**src/rtl/mult4_pkg.sv**
```systemverilog
// Shared definitions for the 4x4 shift-and-add multiplier.
//   N          operand width (fixed to match adder4)
//   ITER_LAST  count value on the final add/shift iteration
//   mult_state_t  controller states
package mult4_pkg;

    localparam int N = 4;
    localparam logic [1:0] ITER_LAST = 2'd3;

    typedef enum logic [1:0] {
        IDLE = 2'd0,
        RUN  = 2'd1,
        DONE = 2'd2
    } mult_state_t;

endpackage

```
**src/rtl/shift_add_mult4_if.sv**
```systemverilog
// Valid/ready bundle for the shift-and-add multiplier.
//   in_valid/in_ready/a/b        operand handshake (upstream -> multiplier)
//   out_valid/out_ready/product  result handshake (multiplier -> downstream)
// master: the side that supplies operands and consumes products.
// slave:  the multiplier itself.
interface shift_add_mult4_if;
    import mult4_pkg::*;

    logic             in_valid;
    logic             in_ready;
    logic [N-1:0]     a;
    logic [N-1:0]     b;
    logic             out_valid;
    logic             out_ready;
    logic [2*N-1:0]   product;

    modport master (
        output in_valid, a, b, out_ready,
        input  in_ready, out_valid, product
    );

    modport slave (
        input  in_valid, a, b, out_ready,
        output in_ready, out_valid, product
    );

endinterface

```
**src/rtl/adder4.sv**
```systemverilog
// 4-bit ripple-carry adder used for one partial-product add per cycle.
//   cin   carry in
//   x, y  4-bit addends
//   s     4-bit sum
//   cout  carry out
module adder4
    import mult4_pkg::*;
(
    input  logic         cin,
    input  logic [N-1:0] x,
    input  logic [N-1:0] y,
    output logic [N-1:0] s,
    output logic         cout
);

    // Carries kept as separate elements so each bit's carry is its own net.
    logic carry [0:N];

    assign carry[0] = cin;

    generate
        for (genvar gi = 0; gi < N; gi++) begin : g_bit
            assign s[gi]        = x[gi] ^ y[gi] ^ carry[gi];
            assign carry[gi+1]  = (x[gi] & y[gi]) | (carry[gi] & (x[gi] ^ y[gi]));
        end
    endgenerate

    assign cout = carry[N];

endmodule

```
**src/rtl/shift_add_mult4.sv**
```systemverilog
// Sequential 4x4 unsigned shift-and-add multiplier, 8-bit registered product.
// One adder4 add per cycle, four iterations per multiply.
//   clk  clock, rising edge
//   rst  synchronous active-high reset
//   bus  slave side of shift_add_mult4_if (operand and product handshakes)
module shift_add_mult4
    import mult4_pkg::*;
(
    input  logic              clk,
    input  logic              rst,
    shift_add_mult4_if.slave  bus
);

    mult_state_t      state_reg, state_next;
    logic [N-1:0]     acc_reg, acc_next;
    logic [N-1:0]     mcand_reg, mcand_next;
    logic [N-1:0]     q_reg, q_next;
    logic [1:0]       count_reg, count_next;
    logic [2*N-1:0]   product_reg, product_next;

    logic [N-1:0]     addend;
    logic [N-1:0]     sum;
    logic             carry;

    // Add the multiplicand only when the current multiplier LSB is set.
    assign addend = q_reg[0] ? mcand_reg : '0;

    adder4 u_adder4 (
        .cin  (1'b0),
        .x    (acc_reg),
        .y    (addend),
        .s    (sum),
        .cout (carry)
    );

    always_ff @(posedge clk) begin
        if (rst) begin
            state_reg   <= IDLE;
            acc_reg     <= '0;
            mcand_reg   <= '0;
            q_reg       <= '0;
            count_reg   <= '0;
            product_reg <= '0;
        end else begin
            state_reg   <= state_next;
            acc_reg     <= acc_next;
            mcand_reg   <= mcand_next;
            q_reg       <= q_next;
            count_reg   <= count_next;
            product_reg <= product_next;
        end
    end

    always_comb begin
        state_next   = state_reg;
        acc_next     = acc_reg;
        mcand_next   = mcand_reg;
        q_next       = q_reg;
        count_next   = count_reg;
        product_next = product_reg;

        case (state_reg)
            IDLE: begin
                if (bus.in_valid) begin
                    mcand_next = bus.a;
                    q_next     = bus.b;
                    acc_next   = '0;
                    count_next = '0;
                    state_next = RUN;
                end
            end
            RUN: begin
                // {acc,q} shifts right by one with the adder carry entering
                // at the top, so the carry is never lost.
                acc_next   = {carry, sum[N-1:1]};
                q_next     = {sum[0], q_reg[N-1:1]};
                count_next = count_reg + 2'd1;
                if (count_reg == ITER_LAST) begin
                    product_next = {carry, sum[N-1:1], sum[0], q_reg[N-1:1]};
                    state_next   = DONE;
                end
            end
            DONE: begin
                // Only the output handshake is serviced here; a pending
                // operand waits until IDLE.
                if (bus.out_ready) begin
                    state_next = IDLE;
                end
            end
            default: begin
                state_next = IDLE;
            end
        endcase
    end

    assign bus.in_ready  = (state_reg == IDLE);
    assign bus.out_valid = (state_reg == DONE);
    assign bus.product   = product_reg;

endmodule
```
**src/flat_wrapper.sv**
```systemverilog
// flat-port wrapper written by rule: the top's interface ports become plain ports
module shift_add_mult4_flat import mult4_pkg::*;
  (clk, rst, bus_in_valid, bus_a, bus_b, bus_out_ready, bus_in_ready, bus_out_valid, bus_product);
  shift_add_mult4_if bus_i ();
  input  logic clk;
  input  logic rst;
  input wire logic [$bits(bus_i.in_valid)-1:0] bus_in_valid;
  input wire logic [$bits(bus_i.a)-1:0] bus_a;
  input wire logic [$bits(bus_i.b)-1:0] bus_b;
  input wire logic [$bits(bus_i.out_ready)-1:0] bus_out_ready;
  output wire logic [$bits(bus_i.in_ready)-1:0] bus_in_ready;
  output wire logic [$bits(bus_i.out_valid)-1:0] bus_out_valid;
  output wire logic [$bits(bus_i.product)-1:0] bus_product;
  assign bus_i.in_valid = bus_in_valid;
  assign bus_i.a = bus_a;
  assign bus_i.b = bus_b;
  assign bus_i.out_ready = bus_out_ready;
  assign bus_in_ready = bus_i.in_ready;
  assign bus_out_valid = bus_i.out_valid;
  assign bus_product = bus_i.product;
  shift_add_mult4 u_core (.clk(clk), .rst(rst), .bus(bus_i));
endmodule
```
**config.mk**
```make
export PLATFORM = sky130hd
export DESIGN_NAME = shift_add_mult4_flat
export DESIGN_NICKNAME = d
export VERILOG_FILES = /design/src/rtl/mult4_pkg.sv /design/src/rtl/shift_add_mult4_if.sv /design/src/rtl/adder4.sv /design/src/rtl/shift_add_mult4.sv /design/src/flat_wrapper.sv
export SDC_FILE = /design/constraint.sdc
export NUM_CORES = 1
export LEC_CHECK = 0
export CORE_UTILIZATION = 45
export DETAILED_ROUTE_END_ITERATION = 8
export GPL_TIMING_DRIVEN = 0
export PLACE_DENSITY = 0.72
export SYNTH_ARGS = -nofsm -noshare
export SYNTH_HDL_FRONTEND = slang
export SYNTH_SLANG_ARGS = --single-unit
```
**constraint.sdc**
```tcl
create_clock -name clk -period 7.15 [get_ports clk]
set_input_delay 2.145 -clock clk [delete_from_list [all_inputs] [get_ports clk]]
set_output_delay 2.145 -clock clk [all_outputs]
set_load 0.05 [all_outputs]
```
# Word level (Yosys, flattened, before mapping)
# Index checks and enable logic that the tools add are counted.
dict set report classes {
  add_sub_neg 1
  n_eq_ne 6
  muxes 11
  n_bitwise 17
  reduce_logical 6
}
# operator n
set ops {}
lappend ops {{$pmux 4 s2} 2}
lappend ops {{$mux 4} 3}
lappend ops {{$mux 2} 4}
lappend ops {{$and 1x1->1} 7}
lappend ops {{$xor 1x1->1} 7}
lappend ops {{$pmux 2 s3} 1}
lappend ops {{$reduce_and 2->1} 3}
lappend ops {{$eq 2x2->1 const B} 2}
lappend ops {{$ne 2x2->1 const B} 2}
lappend ops {{$pmux 2 s2} 1}
lappend ops {{$or 1x1->1} 3}
lappend ops {{$reduce_and 3->1} 1}
lappend ops {{$add 2x1->2 const B} 1}
lappend ops {{$eq 2x1->1 const B} 1}
lappend ops {{$logic_not 2->1} 1}
lappend ops {{$ne 2x1->1 const B} 1}
lappend ops {{$reduce_bool 2->1} 1}
dict set report totals {
  ff_bits 24
  inputBits 12
  out_inout_bits 10
  wordCells 47
}

# Longest topological paths before layout
# Gate-level depths: netlist of the first run.
dict set report logic_depth {
  word_depth 9
  depth_mapped 8
  ltp_nobuf 8
}

# Hierarchy
# Synthesis of the first run repeated with hierarchy kept, for this count alone.
dict set report unflattened {
  cells_unflattened 119
  hier_area_um2 1093.5
}
# mod n_inst cells_each area_per_inst_um2 seq_area_each_um2
set modules_own_cells {}
lappend modules_own_cells {shift_add_mult4 1 105 975.9 480.5}
lappend modules_own_cells {adder4 1 14 117.6 0.0}

# Worst setup path after synthesis of the first run
# Ideal clock, no wire load.
dict set report synth_path {
  kind {reg-to-output}
  from {register u_core.state_reg[0]}
  to {output port bus_out_valid}
  arrival_ns 1.240
  required_ns 5.005
  slack_ns 3.765
  path_stages_with_launch 3
  n_path_buf 1
  cell_sequence {dfxtp_1 -> buf_2 -> nor2b_1}
}
dict set report synth_via {
  elab_chain_len 1
}
# item line
set synth_rtl {}
lappend synth_rtl {{start, declared} shift_add_mult4.sv:14} ;# mult_state_t state_reg, state_next;
lappend synth_rtl {{start signal, assigned} shift_add_mult4.sv:45} ;# state_reg <= state_next;
lappend synth_rtl {{$eq 2x2->1} shift_add_mult4.sv:97} ;# assign bus.out_valid = (state_reg == DONE);
lappend synth_rtl {{end, declared} flat_wrapper.sv:12} ;# output wire logic [$bits(bus_i.out_valid)-1:0] bus_out_valid;
# No other way between the ends.

# Final worst setup path of the first run
# Ends and elaborated chain as after synthesis.

==> results of run 1 <==
-- through the flow --
stage,hold WS [ns],power [mW]
floorplan,0.4435,0.1636
global placement,0.4567,0.1749
detailed placement,0.4762,0.1759
CTS,0.4983,0.2746
global route,0.5450,0.2827
finish,0.4981,0.2734
-- cell families after synthesis --
family | Yosys count | share of synthesized area
adder cells (fa/ha/maj) | 5 | 0.08028
AO/OA/AOI/OAI | 18 | 0.1511
multiplexers | 12 | 0.1133
buffers and inverters | 11 | 0.05548
AND/OR/NAND/NOR | 33 | 0.1464
flip-flops | 24 | 0.4534
-- power by group through the flow --
| stage | logic [mW] | registers [mW] | clock network [mW] |
|---|---|---|---|
| final | 0.0307 | 0.142 | 0.101 |
| after global routing | 0.0336 | 0.143 | 0.106 |
| after CTS | 0.0309 | 0.142 | 0.102 |
| after detailed placement | 0.0308 | 0.145 | 0 |
| after global placement | 0.0300 | 0.145 | 0 |
| after floorplan | 0.0189 | 0.145 | 0 |
-- path summary, 6_finish.rpt --
path                            start             endpoint  slack, ns  cells past startpoint
hold reg to reg   u_core.count_reg[0]  u_core.count_reg[0]       0.50                      1
setup / recovery  u_core.state_reg[0]        bus_out_valid       3.12                      3
setup reg to reg      u_core.q_reg[0]    u_core.acc_reg[2]       4.76                      8
hold / removal    u_core.count_reg[0]  u_core.count_reg[0]       0.50                      1
-- placed cells by master, fill, tap and decap left out, drive strengths merged --
cell type and instances:
o21bai 1, a22oi 1, and2b 1, a211oi 10, a21oi 1, mux2i 12
a2bb2oi 4, nand2 3, inv 5, clkbuf 4, dfxtp 24, nor2b 1
and2 1, nor3b 1, clkdlybuf4s50 21, fa 3, and3b 1, bufinv 1
buf 5, nor2 24, o21ba 1, nand2b 1, ha 2
-- metal layers --
metal | vias up | share of wire
met5 | - | 0
met4 | 0 | 0.012
met3 | 4 | 0.040
met2 | 18 | 0.49
met1 | 378 | 0.46
li1 | 402 | -
-- critical path, stage by stage (launching register included) --
cell and delay, ns:
dfxtp_1 0.35, buf_2 0.21, nor2b_1 0.17, clkdlybuf4s50_1 0.83
-- layout make-up --
type | count | area share
Tap cell | 28 | 0.02581
Sequential cell | 24 | 0.3539
Clock inverter | 1 | 0.02212
Buffer | 6 | 0.02949
Inverter | 5 | 0.01382
Clock buffer | 3 | 0.01659
Timing Repair Buffer | 21 | 0.1548
Multi-Input combinational cell | 68 | 0.3834
==> results.ini, run 1 <==
[critical_path]
cp-start-kind = flop
critPathMaxFanout = 10
critPathCaptureType = primary output
cp.arrival_ns = 1.88
crit_type = flop to primary output
required_ns = 5.01

[synthesis]
ys_ff_latch = 24
synth_fp_nets = 120
synth_edf_count = 0
synth_area_leaders = dfxtp_1, mux2i_1, nor2_1, fa_1, a211oi_2
avgSynthCellArea_um2 = 10.29
synth-main-ff-cell = dfxtp_1
yosysWarningCount = 0
syn_area_um2 = 1060
syn_inst = 103
yosys-top-cells-count = dfxtp_1, nor2_1, mux2i_1, a211oi_1, inv_1
yosysTopAreaCell = dfxtp_1
netlist-cell-type-count = 24
synth_top_cell_area_share = 0.4534
seq_area_frac_synth = 0.4534
synthArstFlopShare = 0

[timing]
tightest_slew_ns = 0.6041
timing.final.ws_setup_ns = 3.120
drv_slew = 0
slew_headroom = 0.5973
tns_ns = 0
period_needed_ns = 4.030
hold_violations = 0
setup_viol_count_final = 0
skew_ns = 0.007122
period_share = 0.5636
rsz0062_at_grt = false
max_freq_mhz = 248.2

[layout]
n_antenna_cell = 0
largest_register_ffs = 8
area_growth_pct = 28.10
multi_input_area_um2 = 520.5
final_util = 0.6137
final-instance-count-excl-fill = 156
finalNetCount = 146
drive_gt1_frac = 0.1094
register_area_um2 = 480.5
fill_cells = 212
post-route-cell-area_um2 = 1358

[cts]
cts_sinks = 24
cts_setup_buffers = 0
clk_pin_slew_worst_paths_ns = 0.13
cts-resized-gates = 0
holdBufCountCts = 0
cts_tree = done
cts_max_path_buffers = 2
cts-htree-levels = 1
root_buffer = clkbuf_4
clk_latency_ns = 0.33
cts_made_buffers = 3

[route]
ant_nets = 0
vias_per_cell = 5.141
drc_errors = 0
drt_wl_total_mm = 2.040
wl_per_cell_um = 13.08
drt_iter0_markers = 5
dr.pass1.iters = 4
vias = 802

[power_and_ir_drop]
combPwrFrac = 0.112
intPower_uw = 210.8
swShare = 0.2289
ir_worst_vdd_v = 0.0001947
pwr_density_cell_nw_per_um2 = 201.4
p_leak_nw = 0.4911
p_clk_frac = 0.368
p_seq_frac = 0.520
switchingPower_uw = 62.59

[global_route]
grt_pass1_wl_mm = 3.408
grt_pass1_vias = 771
grtUsageMet1 = 0.2233
grt_max_degree = 15
track_usage = 0.1863
grt.busiest_layer = met2
grt_remaining_overflow = 0
antenna_found_initial = 0
use_met2 = 0.3133
grt_use_met3 = 0.05455

[die]
rows = 17
dieArea_um2 = 2553
die-height_um = 50.53
die_x_um = 50.53
ios = 22
coreArea_um2 = 2212
initial_core_util = 0.4791

[place]
dp_worst_setup_slack_ns = 3.486
gp_congestion = 0.7259
post-dp-hpwl_mm = 1.485
dp.cells = 152
dpl_cell_area_um2 = 1305
portBuffers = 21

[flow_run]
drv_cap = 0

[min_path]
hold_path_class = flop to flop

[outcome]
outcome = finished clean

Note: power is estimated with default switching activity, not from simulation.
==> run 2: changes to the inputs <==
Clock period 7.15 ns to 4.2 ns, I/O delays scaled along.
==> results of run 2 <==
The final DEF is identical to that of run 1. Status: finished clean.
Main changes from that run: setup slack after placement 3.486 ns -> 1.421 ns; setup slack after layout 3.120 ns -> 1.055 ns; register-to-register setup slack 4.76 ns -> 1.81 ns; total power 0.2734 mW -> 0.4655 mW; worst IR drop on VDD 0.0001947 V -> 0.0003314 V
==> run 3: changes to the inputs <==
Clock period 4.2 ns to 3.29 ns, I/O delays scaled along.
==> results of run 3 <==
The final DEF is identical to that of run 1. Status: finished clean.
Main changes from that run: setup slack after placement 3.486 ns -> 0.7840 ns; setup slack after layout 3.120 ns -> 0.4183 ns; register-to-register setup slack 4.76 ns -> 0.90 ns; total power 0.2734 mW -> 0.5942 mW; worst IR drop on VDD 0.0001947 V -> 0.0004231 V
